File: src/rtl/io_map_pkg.sv
// Shared I/O address map, access-size encodings and sequencer state type
// for the board I/O access controller.
package io_map_pkg;

    localparam int unsigned ADDR_W = 14;
    localparam int unsigned DATA_W = 32;
    localparam int unsigned SW_W   = 16;

    localparam logic [ADDR_W-1:0] LED_ADDR  = 14'h3C60;
    localparam logic [ADDR_W-1:0] SW_ADDR   = 14'h3C70;
    localparam logic [ADDR_W-1:0] CONF_ADDR = 14'h3C80;
    localparam logic [ADDR_W-1:0] SEG_ADDR  = 14'h3C90;

    localparam logic [1:0] BW_SBYTE = 2'b00;
    localparam logic [1:0] BW_WORD  = 2'b01;
    localparam logic [1:0] BW_UBYTE = 2'b10;
    localparam logic [1:0] BW_UHALF = 2'b11;

    typedef enum logic [1:0] {
        ST_IDLE,
        ST_WAIT_PRESS,
        ST_WAIT_RELEASE,
        ST_DONE
    } io_state_e;

    // Widen the raw switch value according to the load size/signedness.
    function automatic logic [DATA_W-1:0] sw_extend(input logic [SW_W-1:0] sw,
                                                    input logic [1:0]      bw);
        logic [DATA_W-1:0] r;
        case (bw)
            BW_SBYTE: r = {{24{sw[7]}}, sw[7:0]};
            BW_WORD:  r = {{16{sw[15]}}, sw};
            BW_UBYTE: r = {24'b0, sw[7:0]};
            default:  r = {16'b0, sw};
        endcase
        return r;
    endfunction

endpackage

File: src/rtl/btn_debounce.sv
// Confirm-button synchronizer and debouncer; emits the clean level plus
// one-cycle strobes in the first cycle the level shows its new value.
module btn_debounce #(
    parameter int unsigned DEBOUNCE_CYCLES = 200000
) (
    input  logic clk,
    input  logic rst_n,
    input  logic btn_i,
    output logic level_o,
    output logic rise_o,
    output logic fall_o
);

    localparam int unsigned CNT_W = (DEBOUNCE_CYCLES > 1) ? $clog2(DEBOUNCE_CYCLES) : 1;
    localparam logic [CNT_W-1:0] CNT_MAX = CNT_W'(DEBOUNCE_CYCLES - 1);

    logic             sync1_q, sync2_q;
    logic [CNT_W-1:0] cnt_q, cnt_d;
    logic             level_q, level_d;
    logic             rise_q, rise_d;
    logic             fall_q, fall_d;

    always_ff @(posedge clk or negedge rst_n) begin
        if (!rst_n) begin
            sync1_q <= 1'b0;
            sync2_q <= 1'b0;
            cnt_q   <= '0;
            level_q <= 1'b0;
            rise_q  <= 1'b0;
            fall_q  <= 1'b0;
        end else begin
            sync1_q <= btn_i;
            sync2_q <= sync1_q;
            cnt_q   <= cnt_d;
            level_q <= level_d;
            rise_q  <= rise_d;
            fall_q  <= fall_d;
        end
    end

    // Count consecutive cycles the synchronized input disagrees with the level.
    always_comb begin
        cnt_d   = '0;
        level_d = level_q;
        rise_d  = 1'b0;
        fall_d  = 1'b0;
        if (sync2_q != level_q) begin
            if (cnt_q == CNT_MAX) begin
                level_d = ~level_q;
                rise_d  = ~level_q;
                fall_d  = level_q;
            end else begin
                cnt_d = cnt_q + CNT_W'(1);
            end
        end
    end

    assign level_o = level_q;
    assign rise_o  = rise_q;
    assign fall_o  = fall_q;

endmodule

File: src/rtl/io_access_ctrl.sv
// Board I/O access sequencer: confirm-gated switch reads with pipeline stall,
// confirm-status reads, and LED / seven-segment register writes.
module io_access_ctrl
    import io_map_pkg::*;
#(
    parameter int unsigned DEBOUNCE_CYCLES = 200000
) (
    input  logic              clk,
    input  logic              rst_n,
    input  logic              req_valid_i,
    input  logic              io_read_i,
    input  logic              io_write_i,
    input  logic [ADDR_W-1:0] addr_i,
    input  logic [DATA_W-1:0] wdata_i,
    input  logic [1:0]        byte_or_word_i,
    input  logic              confirm_btn_i,
    input  logic [SW_W-1:0]   switch_i,
    output logic              stall_o,
    output logic [DATA_W-1:0] rdata_o,
    output logic              rdata_valid_o,
    output logic [15:0]       led_o,
    output logic [DATA_W-1:0] seg_data_o,
    output logic              confirm_o
);

    io_state_e         state_q, state_d;
    logic [DATA_W-1:0] sw_data_q, sw_data_d;
    logic [15:0]       led_q, led_d;
    logic [DATA_W-1:0] seg_q, seg_d;
    logic              conf_rise, conf_fall;
    logic              wr_req, rd_req, sw_req;

    btn_debounce #(
        .DEBOUNCE_CYCLES(DEBOUNCE_CYCLES)
    ) u_debounce (
        .clk    (clk),
        .rst_n  (rst_n),
        .btn_i  (confirm_btn_i),
        .level_o(confirm_o),
        .rise_o (conf_rise),
        .fall_o (conf_fall)
    );

    // A simultaneous read+write is treated as a write only.
    assign wr_req = req_valid_i & io_write_i;
    assign rd_req = req_valid_i & io_read_i & ~io_write_i;
    assign sw_req = rd_req & (addr_i == SW_ADDR);

    always_ff @(posedge clk or negedge rst_n) begin
        if (!rst_n) begin
            state_q   <= ST_IDLE;
            sw_data_q <= '0;
            led_q     <= '0;
            seg_q     <= '0;
        end else begin
            state_q   <= state_d;
            sw_data_q <= sw_data_d;
            led_q     <= led_d;
            seg_q     <= seg_d;
        end
    end

    always_comb begin
        state_d       = state_q;
        sw_data_d     = sw_data_q;
        led_d         = led_q;
        seg_d         = seg_q;
        rdata_o       = '0;
        rdata_valid_o = 1'b0;
        stall_o       = 1'b0;

        case (state_q)
            ST_IDLE: begin
                if (sw_req) begin
                    state_d = ST_WAIT_PRESS;
                end
                if (wr_req) begin
                    if (addr_i == LED_ADDR) begin
                        if (byte_or_word_i[0]) begin
                            led_d = wdata_i[15:0];
                        end else begin
                            led_d[7:0] = wdata_i[7:0];
                        end
                    end else if (addr_i == SEG_ADDR) begin
                        case (byte_or_word_i)
                            BW_WORD:  seg_d        = wdata_i;
                            BW_UHALF: seg_d[15:0]  = wdata_i[15:0];
                            default:  seg_d[7:0]   = wdata_i[7:0];
                        endcase
                    end
                end
            end
            ST_WAIT_PRESS: begin
                if (!req_valid_i) begin
                    state_d = ST_IDLE;
                end else if (conf_rise) begin
                    sw_data_d = sw_extend(switch_i, byte_or_word_i);
                    state_d   = ST_WAIT_RELEASE;
                end
            end
            ST_WAIT_RELEASE: begin
                if (!req_valid_i) begin
                    state_d = ST_IDLE;
                end else if (conf_fall) begin
                    state_d = ST_DONE;
                end
            end
            ST_DONE: begin
                state_d       = ST_IDLE;
                rdata_o       = sw_data_q;
                rdata_valid_o = 1'b1;
            end
            default: state_d = ST_IDLE;
        endcase

        // Confirm-status and unmapped reads complete in the request cycle.
        if ((state_q != ST_DONE) && rd_req && !sw_req) begin
            rdata_valid_o = 1'b1;
            rdata_o       = (addr_i == CONF_ADDR) ? {31'b0, confirm_o} : '0;
        end

        stall_o = sw_req & (state_q != ST_DONE);

        // Reset forces the handshake outputs low without waiting for a clock.
        if (!rst_n) begin
            stall_o       = 1'b0;
            rdata_o       = '0;
            rdata_valid_o = 1'b0;
        end
    end

    assign led_o      = led_q;
    assign seg_data_o = seg_q;

endmodule

File: config.mk
export PLATFORM = sky130hd
export DESIGN_NAME = io_access_ctrl
export DESIGN_NICKNAME = d
export VERILOG_FILES = /design/src/rtl/io_map_pkg.sv /design/src/rtl/btn_debounce.sv /design/src/rtl/io_access_ctrl.sv
export SDC_FILE = /design/constraint.sdc
export NUM_CORES = 1
export LEC_CHECK = 0
export ABC_AREA = 1
export CAP_MARGIN = 20
export CORE_MARGIN = 8
export CORE_UTILIZATION = 40
export CTS_CLUSTER_SIZE = 20
export DETAILED_ROUTE_END_ITERATION = 8
export PLACE_DENSITY = 0.74
export SYNTH_ARGS = -nofsm -noshare
export SYNTH_HDL_FRONTEND = slang
export SYNTH_HIERARCHICAL = 1
export SYNTH_SLANG_ARGS = --single-unit
File: constraint.sdc
create_clock -name clk -period 2.5 [get_ports clk]
set_input_delay 0.375 -clock clk [delete_from_list [all_inputs] [get_ports clk]]
set_output_delay 0.375 -clock clk [all_outputs]
set_load 0.005 [all_outputs]
==> run metrics, run 1 <==
outcome complete, no violations; Final Power 0.002890 W; I/O pins 153; Placement Cell Area 5986 µm²; arrival time worst endpoint 2.06 ns; DR pass1 iterations 6; antenna-violating nets left 0; period utilization 0.9727; Worst Skew 0.008523 ns; FF+latch count, synth 90; Post-Syn Area 4423 µm²; WS Path Type in -> out; Die W 121.2 µm; register area share after synthesis 0.5092; Rel. slew slack 0.4373; CTS root buf clkbuf_8; Syn Area/Cell 8.191 µm²; CTS tree built; post-DP HPWL 9250 µm; Hold Crit Class in -> async; wire length per cell 14.55 µm; fin worst setup slack 0.06820 ns; Bufs on Longest Clock Path 2; Final min period 2.432 ns; Multi-input gate area 1805 µm²; vias per cell 4.922; final std cells w/o fill 832; first-pass GRT wire length 19610 µm; Mapped Nets 611; Mapped Cells 540; Worst Setup End Kind output port; Power Density 461.2 nW/µm²; synthesis warning total 6; largest net degree at the start of global routing 69; GPL Wtd Cong 0.8791; clock-pin slew on the worst setup and hold paths 0.09 ns; most frequent cells in the layout 173 x nand2_1, 150 x clkdlybuf4s50_1, 90 x dfrtp_1; layout cells sized above 1 0.09393; total congestion overflow 0; Place WS -0.03147 ns; register area 2252 µm²; fmax 411.2 MHz; Core ar. 10790 µm²; Least-Margin Pin Slew 0.8440 ns; H-Tree Depth 3; worst reg2reg endpoint seg_data_o[5]; CP Max Fanout 3; fill count 936; PortBufs 152; Routed WL 12110 µm; total CTS buffers 9; Critical Path RT 2.12 ns; maximum vdd drop 0.0002487 V; CP Capture Point stall_o; commonest non-fill, non-tap cell in the layout nand2_1; clk sinks 90; cts hold-fix bufs 0; initial core utilization 0.4098; DR vias 4095; maxcap violations 0; Cell variety after synth 30; vias in the first global route 4081; die area 14680 µm²; final slew viol count 0; FF-to-FF path depth 7; overall routing resource usage 0.1628; nets 759; Leakage 2.950 nW; Iter 0 DRT Violations 250; Syn-to-layout area delta 41.67%; Worst Setup SP addr_i[11]; Inst Count DP 812; row cnt 38; Reg2Reg Launch Point state_q[0]; Die Height 121.2 µm; DRC viols 0; initial antenna violation count 0; Setup Viol. Count Final 0; Worst setup SP type input pin; final hold violation count 0; Design Area, Final 6266 µm²; reg2reg setup slack 0.71 ns; Antenna diodes 0; Clk Latency, worst-skew pair 0.35 ns
-- through the flow --
stage	hold WS, ns	setup TNS, ns	utilization
after CTS	0.02855	0	0.5756
after global placement	0.3365	0	0.5546
after global routing	0.04227	-0.02867	0.5806
after detailed placement	0.3371	-0.03147	0.5546
final	0.02947	0	0.5806
after floorplan	0.07941	0	-
-- synthesized netlist by cell type --
cell,n,share of area
a21oi_1,5,0.0057
a21oi_2,1,0.0020
a31oi_1,9,0.013
buf_2,6,0.0068
buf_4,18,0.031
buf_6,3,0.0076
clkbuf_1,4,0.0034
clkinv_1,4,0.0034
clkinv_2,1,0.0011
dfrtp_1,90,0.51
ha_1,1,0.0028
inv_1,38,0.032
inv_2,2,0.0017
nand2_1,174,0.15
nand2_2,4,0.0057
nand2_4,2,0.0051
nand3_1,17,0.019
nand3_2,5,0.011
nand3_4,2,0.0079
nand4_1,34,0.048
nor2_1,72,0.061
nor2_2,6,0.0085
nor2_4,4,0.010
nor2_8,1,0.0045
nor3_1,6,0.0068
nor4_1,1,0.0014
o21ai_0,9,0.010
o21ai_1,10,0.011
xnor2_1,5,0.0099
xor2_1,6,0.012
-- flip-flops by register name, indices dropped and copies added, names as in the netlist --
signal,flops
u_debounce/rise_o,1
u_debounce/fall_o,1
u_debounce/sync2_q,1
state_q,2
sw_data_q,17
led_o,16
u_debounce/sync1_q,1
seg_data_o,32
u_debounce/level_o,1
u_debounce/cnt_q,18
-- layer usage --
metal	wire, µm	track usage	share of wire	vias up
met5	0	0	0	-
met4	259	0.06708	0.021	0
met3	909	0.03816	0.075	16
met2	5911	0.2777	0.49	151
met1	5027	0.1933	0.42	1915
li1	-	-	-	2013
-- repair_timing --
item	4_1_cts	5_1_grt
pin swaps	0	1
setup endpoints to repair	2	19
setup buffers	1	3
gates resized for setup	1	9
hold endpoints to repair	0	0
gates cloned	0	1
-- worst max-delay path, cell delays in order --
cell	delay, ns
clkdlybuf4s50_1	0.45
nand2_1	0.05
inv_1	0.06
nand2_1	0.08
nor2_4	0.19
nand2_2	0.10
nor4_2	0.20
clkdlybuf4s50_1	0.57
-- logic make-up (layout without fill, tap and decap cells) --
group,after synthesis,count (layout),synth area share
flops,90,90,0.5092
simple gates,328,328,0.3375
compound gates,34,34,0.04187
xor+xnor,11,11,0.02178
buf+inv,76,228,0.08684
fa+ha+maj,1,1,0.002828
-- worst min-delay path by stage --
stage / from / end / slack (ns)
after floorplan: rst_n / led_o[0] / 0.08
after global placement: u_debounce/sync1_q / u_debounce/sync2_q / 0.34
after detailed placement: u_debounce/sync1_q / u_debounce/sync2_q / 0.34
after CTS: rst_n / sw_data_q[2] / 0.03
after global routing: rst_n / seg_data_o[9] / 0.04
final: rst_n / sw_data_q[2] / 0.03
-- power by group --
part | switching [W] | internal (W) | total [W] | leakage (nW)
Clock | 0.000511 | 0.000561 | 0.00107 | 0.106
Combinational | 0.000176 | 0.000161 | 0.000337 | 1.60
Sequential | 0.0000114 | 0.00147 | 0.00148 | 1.25
-- cell type report --
type / count / area share
clock buffer: 9 / 0.01977
clock inverter: 6 / 0.01438
inverter: 45 / 0.02716
multi-input combinational: 374 / 0.2881
sequential: 90 / 0.3594
tap: 140 / 0.02796
timing repair buffer: 168 / 0.2632
No activity file was read; power rests on OpenSTA's default activity.
==> inputs of run 2 (changes only) <==
--- a/config.mk
+++ b/config.mk
@@ -11,7 +11,9 @@
 export CORE_UTILIZATION = 40
 export CTS_CLUSTER_SIZE = 20
 export DETAILED_ROUTE_END_ITERATION = 8
+export GPL_ROUTABILITY_DRIVEN = 0
 export PLACE_DENSITY = 0.74
+export RECOVER_POWER = 25
 export SYNTH_ARGS = -nofsm -noshare
 export SYNTH_HDL_FRONTEND = slang
 export SYNTH_HIERARCHICAL = 1
==> run metrics, run 2 (synthesis gave the netlist of run 1 again) <==
outcome finished, violations left; violated checks max-capacitance violations, max-slew violations; RSZ-0062 raised after global routing false; post-DP HPWL 9348 µm; Critical Path, Cell by Cell clkdlybuf4s50_1, nand2_1, inv_1, nand2_1, nor2_4, nand3_2, nand3_2, nand2_1, inv_1, clkdlybuf4s50_1; Reg2Reg Launch Point state_q[1]; Routed WL 12180 µm; Core ar. 10790 µm²; fmax 417.6 MHz; Total Negative Setup Slacks 0 ns; Syn-to-layout area delta 39.77%; initial core utilization 0.4098; CP Max Fanout 3; max reg flops 32; Critical Path RT 2.12 ns; maximum vdd drop 0.0002727 V; final slew viol count 67; Rel. slew slack -0.06498; WS Path Type in -> out; most frequent cells in the layout 172 x nand2_1, 149 x clkdlybuf4s50_1, 90 x dfrtp_1; DR vias 4016; Worst Setup SP addr_i[11]; die area 14680 µm²; initial antenna violation count 0; period utilization 0.9579; antenna-violating nets left 0; Die Height 121.2 µm; Placement Cell Area 5971 µm²; CTS tree built; Hold Crit Class in -> async; vias per cell 4.868; maxcap violations 1; Design Area, Final 6182 µm²; DR pass1 iterations 5; Worst Skew 0.008944 ns; row cnt 38; Leakage 2.905 nW; Worst setup SP type input pin; Final Power 0.002637 W; Antenna diodes 0; Final min period 2.395 ns; vias in the first global route 4015; I/O pins 153; total CTS buffers 9; largest net degree at the start of global routing 67; Clk Latency, worst-skew pair 0.34 ns; layout cells sized above 1 0.08905; Worst Setup End Kind output port; clk sinks 90; Least-Margin Pin Slew 1.597 ns; arrival time worst endpoint 2.02 ns; final hold slack 0.1758 ns; commonest non-fill, non-tap cell in the layout nand2_1; H-Tree Depth 3; fill count 991; critical path's most frequent cell nand2_1; total congestion overflow 0; clock-pin slew on the worst setup and hold paths 0.08 ns; wire length per cell 14.76 µm; crit-path max cell delay 0.49 ns; Bufs on Longest Clock Path 2; final hold violation count 0; PortBufs 152; Die W 121.2 µm; Worst path slowest cell clkdlybuf4s50_1; DRC viols 0; first-pass GRT wire length 19650 µm; nets 753; Iter 0 DRT Violations 283; overall routing resource usage 0.1648; Power Density 426.6 nW/µm²; Setup Viol. Count Final 0; CTS root buf clkbuf_8
==> run 2: cell types whose count changed in the layout (fill, tap and decap cells not counted), sizes merged <==
cell | before | now
buf | 17 | 9
bufinv | 2 | 0
clkbuf | 9 | 13
clkdlybuf4s50 | 150 | 149
dlygate4sd3 | 0 | 1
inv | 42 | 41
==> run 2: metrics by stage <==
| stage | std cells | setup WS [ns] | util |
|---|---|---|---|
| floorplan | 540 | 0.6330 | - |
| detailed placement | 810 | 0.01897 | 0.5532 |
| finish | 825 | 0.1051 | 0.5728 |
| CTS | 824 | 0.02055 | 0.5681 |
| global route | 825 | 0.003054 | 0.5728 |
| global placement | 810 | 0.05235 | 0.5532 |
==> run 2: final timing paths <==
kind	slack (ns)	cells past startpoint	end
setup / recovery	0.11	10	rdata_o[0]
hold / removal	0.18	2	sw_data_q[3]
setup reg to reg	0.79	6	seg_data_o[4]
hold reg to reg	0.35	0	u_debounce/sync2_q
max in group asynchronous	0.47	3	u_debounce/cnt_q[16]
min in group clk	0.35	0	u_debounce/sync2_q
==> run 2: power breakdown <==
| group | total [W] | leakage [nW] | internal, W | switching (W) |
|---|---|---|---|---|
| logic | 0.000310 | 1.57 | 0.000145 | 0.000164 |
| clock network | 0.000838 | 0.0810 | 0.000375 | 0.000463 |
| registers | 0.00149 | 1.25 | 0.00147 | 0.0000197 |
| total | 0.00264 | 2.90 | 0.00199 | 0.000647 |
==> run 2: final cells by class <==
cell class	instances	area (µm²)	share of cell area
Sequential cell	90	2252	0.3643
Clock inverter	3	17.52	0.002833
Inverter	45	172.7	0.02793
Multi-Input combinational cell	374	1833	0.2965
Clock buffer	11	141.4	0.02287
Timing Repair Buffer	162	1590	0.2572
Tap cell	140	175.2	0.02833
==> run 2: routing by layer <==
metal	up-vias	share of wire	wire length, µm	global-route usage
li1	1987	-	-	-
met1	1887	0.42	5111	0.1956
met2	125	0.49	5986	0.2829
met3	17	0.065	793	0.04002
met4	0	0.023	286	0.06245
met5	-	0	0	0
==> run 2: worst max-delay path: cells and delay by family <==
family | cells | cell delay, ns
and+or+nand+nor | 6 | 0.59
buffers and inverters | 4 | 1.05
==> run 2: timing repair <==
| item | CTS | global route |
|---|---|---|
| pin swaps | 0 | 3 |
| endpoints found under the setup margin | 1 | 3 |
| endpoints found under the hold margin | 0 | 0 |
| resized for setup | 1 | 14 |
| setup buffers | 0 | 1 |
| gates cloned | 0 | 0 |
| hold buffers | 0 | 0 |
